===== config.mk =====
export PLATFORM = sky130hd
export DESIGN_NAME = room_sequencer
export DESIGN_NICKNAME = d
export VERILOG_FILES = /design/src/rtl/room_pkg.sv /design/src/rtl/room_map_lookup.sv /design/src/rtl/room_sequencer.sv
export SDC_FILE = /design/constraint.sdc
export NUM_CORES = 1
export LEC_CHECK = 0
export CAP_MARGIN = 5
export CORE_ASPECT_RATIO = 1.25
export CORE_MARGIN = 5
export CORE_UTILIZATION = 58
export CTS_CLUSTER_DIAMETER = 150
export DETAILED_ROUTE_END_ITERATION = 7
export PLACE_DENSITY_LB_ADDON = 0.12
export SETUP_SLACK_MARGIN = 0.3
export SLEW_MARGIN = 5
export SYNTH_ARGS = -nofsm -noshare
export SYNTH_HDL_FRONTEND = slang
export SYNTH_SLANG_ARGS = --single-unit

===== constraint.sdc =====
create_clock -name vsync -period 4.1 [get_ports vsync]
set_input_delay 1.025 -clock vsync [delete_from_list [all_inputs] [get_ports vsync]]
set_output_delay 1.025 -clock vsync [all_outputs]
set_load 0.05 [all_outputs]

===== src/rtl/room_pkg.sv =====
// Shared types and the default room map for the room transition sequencer.
package room_pkg;

  typedef enum logic [2:0] {
    DOOR_NONE   = 3'd0,
    DOOR_LEFT   = 3'd1,
    DOOR_RIGHT  = 3'd2,
    DOOR_TOP    = 3'd3,
    DOOR_BOTTOM = 3'd4
  } door_e;

  typedef enum logic [1:0] {
    ST_IDLE     = 2'd0,
    ST_FADE_OUT = 2'd1,
    ST_LOAD     = 2'd2,
    ST_FADE_IN  = 2'd3
  } state_e;

  localparam int         MAP_ROOMS = 8;
  localparam logic [7:0] NO_EXIT   = 8'hFF;

  // One byte per (room, door), entry index room*4 + door-1, same layout as the lock mask.
  // Listed from room 7 down to room 0, each as {bottom, top, right, left}.
  localparam logic [MAP_ROOMS*4*8-1:0] DEFAULT_MAP = {
    NO_EXIT, NO_EXIT, NO_EXIT, 8'd5,     // room 7
    8'd5,    NO_EXIT, NO_EXIT, NO_EXIT,  // room 6
    NO_EXIT, 8'd6,    8'd7,    8'd4,     // room 5
    NO_EXIT, 8'd3,    8'd5,    NO_EXIT,  // room 4
    8'd4,    NO_EXIT, NO_EXIT, 8'd1,     // room 3
    8'd0,    NO_EXIT, NO_EXIT, NO_EXIT,  // room 2
    NO_EXIT, NO_EXIT, 8'd3,    8'd0,     // room 1
    NO_EXIT, 8'd2,    8'd1,    NO_EXIT   // room 0
  };

  function automatic logic [7:0] map_target(input int rm, input int door);
    if (rm < 0 || rm >= MAP_ROOMS || door < 1 || door > 4) return NO_EXIT;
    return DEFAULT_MAP[(rm*4 + door - 1)*8 +: 8];
  endfunction

  function automatic logic [2:0] opposite_door(input logic [2:0] door);
    case (door)
      DOOR_LEFT:   return DOOR_RIGHT;
      DOOR_RIGHT:  return DOOR_LEFT;
      DOOR_TOP:    return DOOR_BOTTOM;
      DOOR_BOTTOM: return DOOR_TOP;
      default:     return DOOR_NONE;
    endcase
  endfunction

endpackage


===== src/rtl/room_map_lookup.sv =====
// Combinational map lookup: (room, doorcode) -> target room, or NO_EXIT.
module room_map_lookup
  import room_pkg::*;
#(
  parameter int NUM_ROOMS = 8,
  parameter int ROOM_W    = $clog2(NUM_ROOMS)
) (
  input  logic [ROOM_W-1:0] room,
  input  logic [2:0]        doorcode,
  output logic [7:0]        target
);

  logic [7:0] code;

  // Targets beyond the configured room count are treated as walls.
  always_comb begin
    code   = map_target(int'(room), int'(doorcode));
    target = (code != NO_EXIT && int'(code) < NUM_ROOMS) ? code : NO_EXIT;
  end

endmodule


===== src/rtl/room_sequencer.sv =====
// Room transition sequencer: door lookup, lock mask, fade-out / load / fade-in
// timed on vsync. The FSM state is exported on the state port for observation.
module room_sequencer
  import room_pkg::*;
#(
  parameter int NUM_ROOMS    = 8,
  parameter int TRANS_FRAMES = 16,
  parameter logic [NUM_ROOMS*4-1:0] LOCK_INIT =
    {{(NUM_ROOMS*4-1){1'b0}}, 1'b1} << (5*4 + 1),
  localparam int ROOM_W = $clog2(NUM_ROOMS),
  localparam int LVL_W  = $clog2(TRANS_FRAMES + 1)
) (
  input  logic              vsync,
  input  logic              Reset,
  input  logic [2:0]        doorcode,
  input  logic              unlock_valid,
  input  logic [ROOM_W-1:0] unlock_room,
  input  logic [2:0]        unlock_door,
  output logic [ROOM_W-1:0] room,
  output logic              initialize_room,
  output logic [2:0]        spawn_side,
  output logic [LVL_W-1:0]  fade_level,
  output logic              busy,
  output state_e            state
);

  localparam logic [LVL_W-1:0] FULL = LVL_W'(TRANS_FRAMES);

  logic [7:0]             map_code;
  logic [ROOM_W-1:0]      target_q;
  logic [NUM_ROOMS*4-1:0] lock_mask;
  logic [NUM_ROOMS*4-1:0] req_sel;
  logic [NUM_ROOMS*4-1:0] unlock_sel;
  int                     req_idx;
  int                     unlock_idx;
  logic                   unlock_ok;
  logic                   door_is_move;
  logic                   door_locked;
  logic                   req_ok;

  room_map_lookup #(
    .NUM_ROOMS (NUM_ROOMS),
    .ROOM_W    (ROOM_W)
  ) u_lookup (
    .room     (room),
    .doorcode (doorcode),
    .target   (map_code)
  );

  // Requests see the registered lock mask, so an unlock in the same frame
  // only takes effect for later requests.
  always_comb begin
    req_idx      = int'(room) * 4 + int'(doorcode) - 1;
    unlock_idx   = int'(unlock_room) * 4 + int'(unlock_door) - 1;
    door_is_move = (doorcode >= 3'd1) && (doorcode <= 3'd4);
    unlock_ok    = unlock_valid && (int'(unlock_room) < NUM_ROOMS) &&
                   (unlock_door >= 3'd1) && (unlock_door <= 3'd4);
    for (int i = 0; i < NUM_ROOMS*4; i++) begin
      req_sel[i]    = (i == req_idx);
      unlock_sel[i] = unlock_ok && (i == unlock_idx);
    end
    door_locked = |(lock_mask & req_sel);
    req_ok      = (state == ST_IDLE) && door_is_move &&
                  (map_code != NO_EXIT) && !door_locked;
  end

  always_ff @(posedge vsync) begin
    if (!Reset) begin
      state           <= ST_IDLE;
      room            <= '0;
      target_q        <= '0;
      spawn_side      <= 3'd0;
      fade_level      <= FULL;
      busy            <= 1'b0;
      lock_mask       <= LOCK_INIT;
      initialize_room <= 1'b1;
    end else begin
      lock_mask       <= lock_mask & ~unlock_sel;
      initialize_room <= 1'b0;
      case (state)
        ST_IDLE: begin
          if (req_ok) begin
            target_q   <= map_code[ROOM_W-1:0];
            spawn_side <= opposite_door(doorcode);
            busy       <= 1'b1;
            state      <= ST_FADE_OUT;
          end
        end
        ST_FADE_OUT: begin
          if (fade_level <= LVL_W'(1)) begin
            fade_level <= '0;
            state      <= ST_LOAD;
          end else begin
            fade_level <= fade_level - LVL_W'(1);
          end
        end
        ST_LOAD: begin
          room            <= target_q;
          initialize_room <= 1'b1;
          state           <= ST_FADE_IN;
        end
        ST_FADE_IN: begin
          // Full brightness is shown for one frame before movement is released.
          if (fade_level >= FULL) begin
            fade_level <= FULL;
            busy       <= 1'b0;
            state      <= ST_IDLE;
          end else begin
            fade_level <= fade_level + LVL_W'(1);
          end
        end
        default: state <= ST_IDLE;
      endcase
    end
  end

endmodule

==> impl_metrics.ini <==
[yosys]
synth-edff-count = 0
synthTopCellsByArea = dfxtp_1 32%, ha_1 9.2%, nand2_1 7.7%
syn_avg_cell_area_um2 = 8.06
synthesis.area_um2 = 3130
synth_ff_type = dfxtp_1
synth.net_count = 424
yosys.area.top_type = dfxtp_1
synth-adder-area-share_pct = 9.85
synth_mux_area_share_pct = 7.65
syn_inst = 388
synth-xor-area-share_pct = 2.80
synth_top_family_by_area = compound AO/OA/AOI/OAI gates
synth_top_area_share_pct = 32.0
ys_ff_latch = 50
synthDistinctLibCells = 63
synthSimpleGateAreaFrac_pct = 19.9
synth-compound-area-share_pct = 22.0
post-synth-top-count-cell = nand2_1
yosysWarnings = 0
async_flop_share_pct = 0
yosysSeqAreaShare_pct = 32.0
yosys-top-cells-count = 64 x nand2_1, 50 x dfxtp_1, 44 x a21oi_1, 23 x ha_1

[setup_path]
path_cells = dlygate4sd2_1 > ha_2 > ha_1 > or4_4 > nor2_2 > ha_1 > nor2b_2 > o21ai_2 > o32ai_1 > a41o_1 > or3_4 > buf_6 > mux2i_1
endpoint = state[1]$_SDFFE_PN0P_
max_stage_delay_ns = 0.55
cp_slowest_cell = or4_4
path_buf_inv = 2
crit_path_frequent_cell = ha_1
rr_startpoint = room[0]$_SDFFE_PN0P_
endpoint_kind = flip-flop
critPathMaxFanout = 5
crit_cells = 13
reg2reg_depth = 12
crit_type = in -> reg
r2r_slack_ns = 1.01
critPathLaunchType = input port
cp-startpoint = doorcode[2]
cpLargestDelayFamily = simple AND/OR/NAND/NOR gates
crit_arrival_ns = 3.87
required_ns = 4.28
r2r-end = state[1]$_SDFFE_PN0P_

[clocking]
cts_buffers = 5
clkSinkCount = 50
cts_max_path_buffers = 2
clock_latency_ns = 0.31
clkTransAtPathRegs_ns = 0.08
cts-htree-levels = 2
cts_tree = yes
root_buffer = clkbuf_8
cts_hold_buf = 0

[placement]
gp_congestion = 0.969
dp_slack_ns = -0.170
port_buffers = 26
dp_cells = 483
dpl-instance-area_um2 = 3550
hpwl_um = 5670

[sta]
tightest_slew_ns = 0.615
hold_viol_final = 0
final.setup.worst_slack_ns = 0.409
max_freq_ghz = 0.271
finClkSkew_ns = 0.00921
finalCritPeriodShare_pct = 90.0
slew_headroom_pct = 58.9
rsz0062_at_grt = no
period_needed_ns = 3.69
final-max-slew-violation-count = 0
setup_violations = 0

[cells_and_area]
layout-drive-gt1-share_pct = 11.9
final_cell_area_um2 = 3700
diodes = 0
final_util_pct = 69.5
fill_cells = 458
num-nets-final = 464
area_growth_pct = 18.5
instances_no_fill = 492

[global_routing]
grt_pass1_vias = 2780
grt_max_degree = 33
track_usage_pct = 22.7
grt_pass1_wl_um = 12500
grt_antenna_before_repair = 0
overflow = 0

[die]
die-area_um2 = 6970
io_pins = 27
core_area_um2 = 5330
dieWidth_um = 75.7
die_h_um = 92.1
start_util_pct = 58.6
rows = 30

[flow_run]
drv_cap = 0

[power]
irDropWorstVdd_mv = 0.242
p_leak_nw = 1.56
powerDensity_nw_per_um2 = 450

[route]
drt_iter0_drc = 104
ant_nets = 0
first_pass_iters = 4
viasPerCell = 5.86
drc_errors = 0
route.detailed.wl_per_inst_um = 15.1
via_count = 2885
drt_wl_total_um = 7410

[hold_path]
min_path_type = reg -> reg

[run_status]
status = complete, no violations
routing by layer:
metal  GRT usage [%]  share of wire [%]
met1            28.0                 43
met2            39.1                 51
met3            3.51                3.7
met4            7.29                1.7
met5               0                  0
how the worst min path moves through the flow:
stage | startpoint | endpoint | slack, ns | cells past startpoint
floorplan | lock_mask[30]$_SDFF_PN0_ | lock_mask[30]$_SDFF_PN0_ | 0.41 | 2
finish | lock_mask[30]$_SDFF_PN0_ | lock_mask[30]$_SDFF_PN0_ | 0.43 | 2
global route | lock_mask[30]$_SDFF_PN0_ | lock_mask[30]$_SDFF_PN0_ | 0.45 | 2
CTS | lock_mask[30]$_SDFF_PN0_ | lock_mask[30]$_SDFF_PN0_ | 0.43 | 2
detailed placement | lock_mask[30]$_SDFF_PN0_ | lock_mask[30]$_SDFF_PN0_ | 0.42 | 2
global placement | lock_mask[30]$_SDFF_PN0_ | lock_mask[30]$_SDFF_PN0_ | 0.42 | 2
repair_timing:
action                                  4_1_cts  5_1_grt
buffers inserted                              1        0
resized for setup                             7        3
endpoints found under the setup margin        9        9
cloned                                        1        0
pin swaps                                     5        0
cell families after synthesis:
logic type      after synthesis
simple gates                132
compound gates              107
flops                        50
buf+inv                      42
fa+ha+maj                    24
mux                          23
xor+xnor                     10
state kept, by name (all words and copies together) (netlist names):
register         flops
busy                 1
fade_level           5
initialize_room      1
lock_mask           32
room                 3
spawn_side           3
state                2
target_q             3
worst reg2reg max path: cells and delay by family (launching register included):
family | cells | cell delay [ns]
AO/OA/AOI/OAI | 3 | 0.42
adder cells (fa/ha/maj) | 3 | 0.72
buffers and inverters | 1 | 0.15
flip-flops | 1 | 0.35
multiplexers | 1 | 0.11
AND/OR/NAND/NOR | 4 | 1.23
per-stage QoR:
step	hold slack [ns]	setup TNS [ns]	total power [mW]
4_1_cts	0.433	0	1.67
5_1_grt	0.448	0	1.78
2_1_floorplan	0.408	0	1.11
6_report	0.433	0	1.67
3_3_place_gp	0.419	-0.361	1.31
3_5_place_dp	0.419	-1.27	1.32
area by class of cell:
cell class	instances	area [um2]	share of cell area, %
Clock buffer	6	82.6	2.23
Clock inverter	1	30.0	0.811
Inverter	22	82.6	2.23
Multi-Input combinational cell	296	1970	53.2
Sequential cell	50	1000	27.0
Tap cell	64	80.1	2.16
Timing Repair Buffer	53	458	12.4
layout by cell type (no fill, tap or decap), types with 4 or more instances in the layout:
cell type        netlist  final
a21oi_1               44     44
nor3_1                 8      8
o311ai_0               4      4
clkbuf_8               0      6
nand2_1               64     64
inv_1                 20     20
nand3_1                9      9
dfxtp_1               50     50
o21ai_0               10     10
buf_4                  0     25
o21ai_1                6      5
clkdlybuf4s50_1        0     24
o221ai_1               4      4
ha_1                  23     22
a31oi_1                6      6
xnor2_1                6      6
nor2_1                20     19
mux2_2                 5      5
nor2b_1                6      5
mux2i_1               16     16
xor2_1                 4      4
and3_1                 4      4
power breakdown:
| part | switching [mW] | total (mW) | internal [mW] | leakage [nW] |
|---|---|---|---|---|
| registers | 0.0572 | 0.588 | 0.531 | 0.405 |
| clock network | 0.155 | 0.350 | 0.195 | 0.0573 |
| logic | 0.431 | 0.730 | 0.298 | 1.10 |
| total | 0.643 | 1.67 | 1.02 | 1.56 |
(Power assumes the default switching activity.)
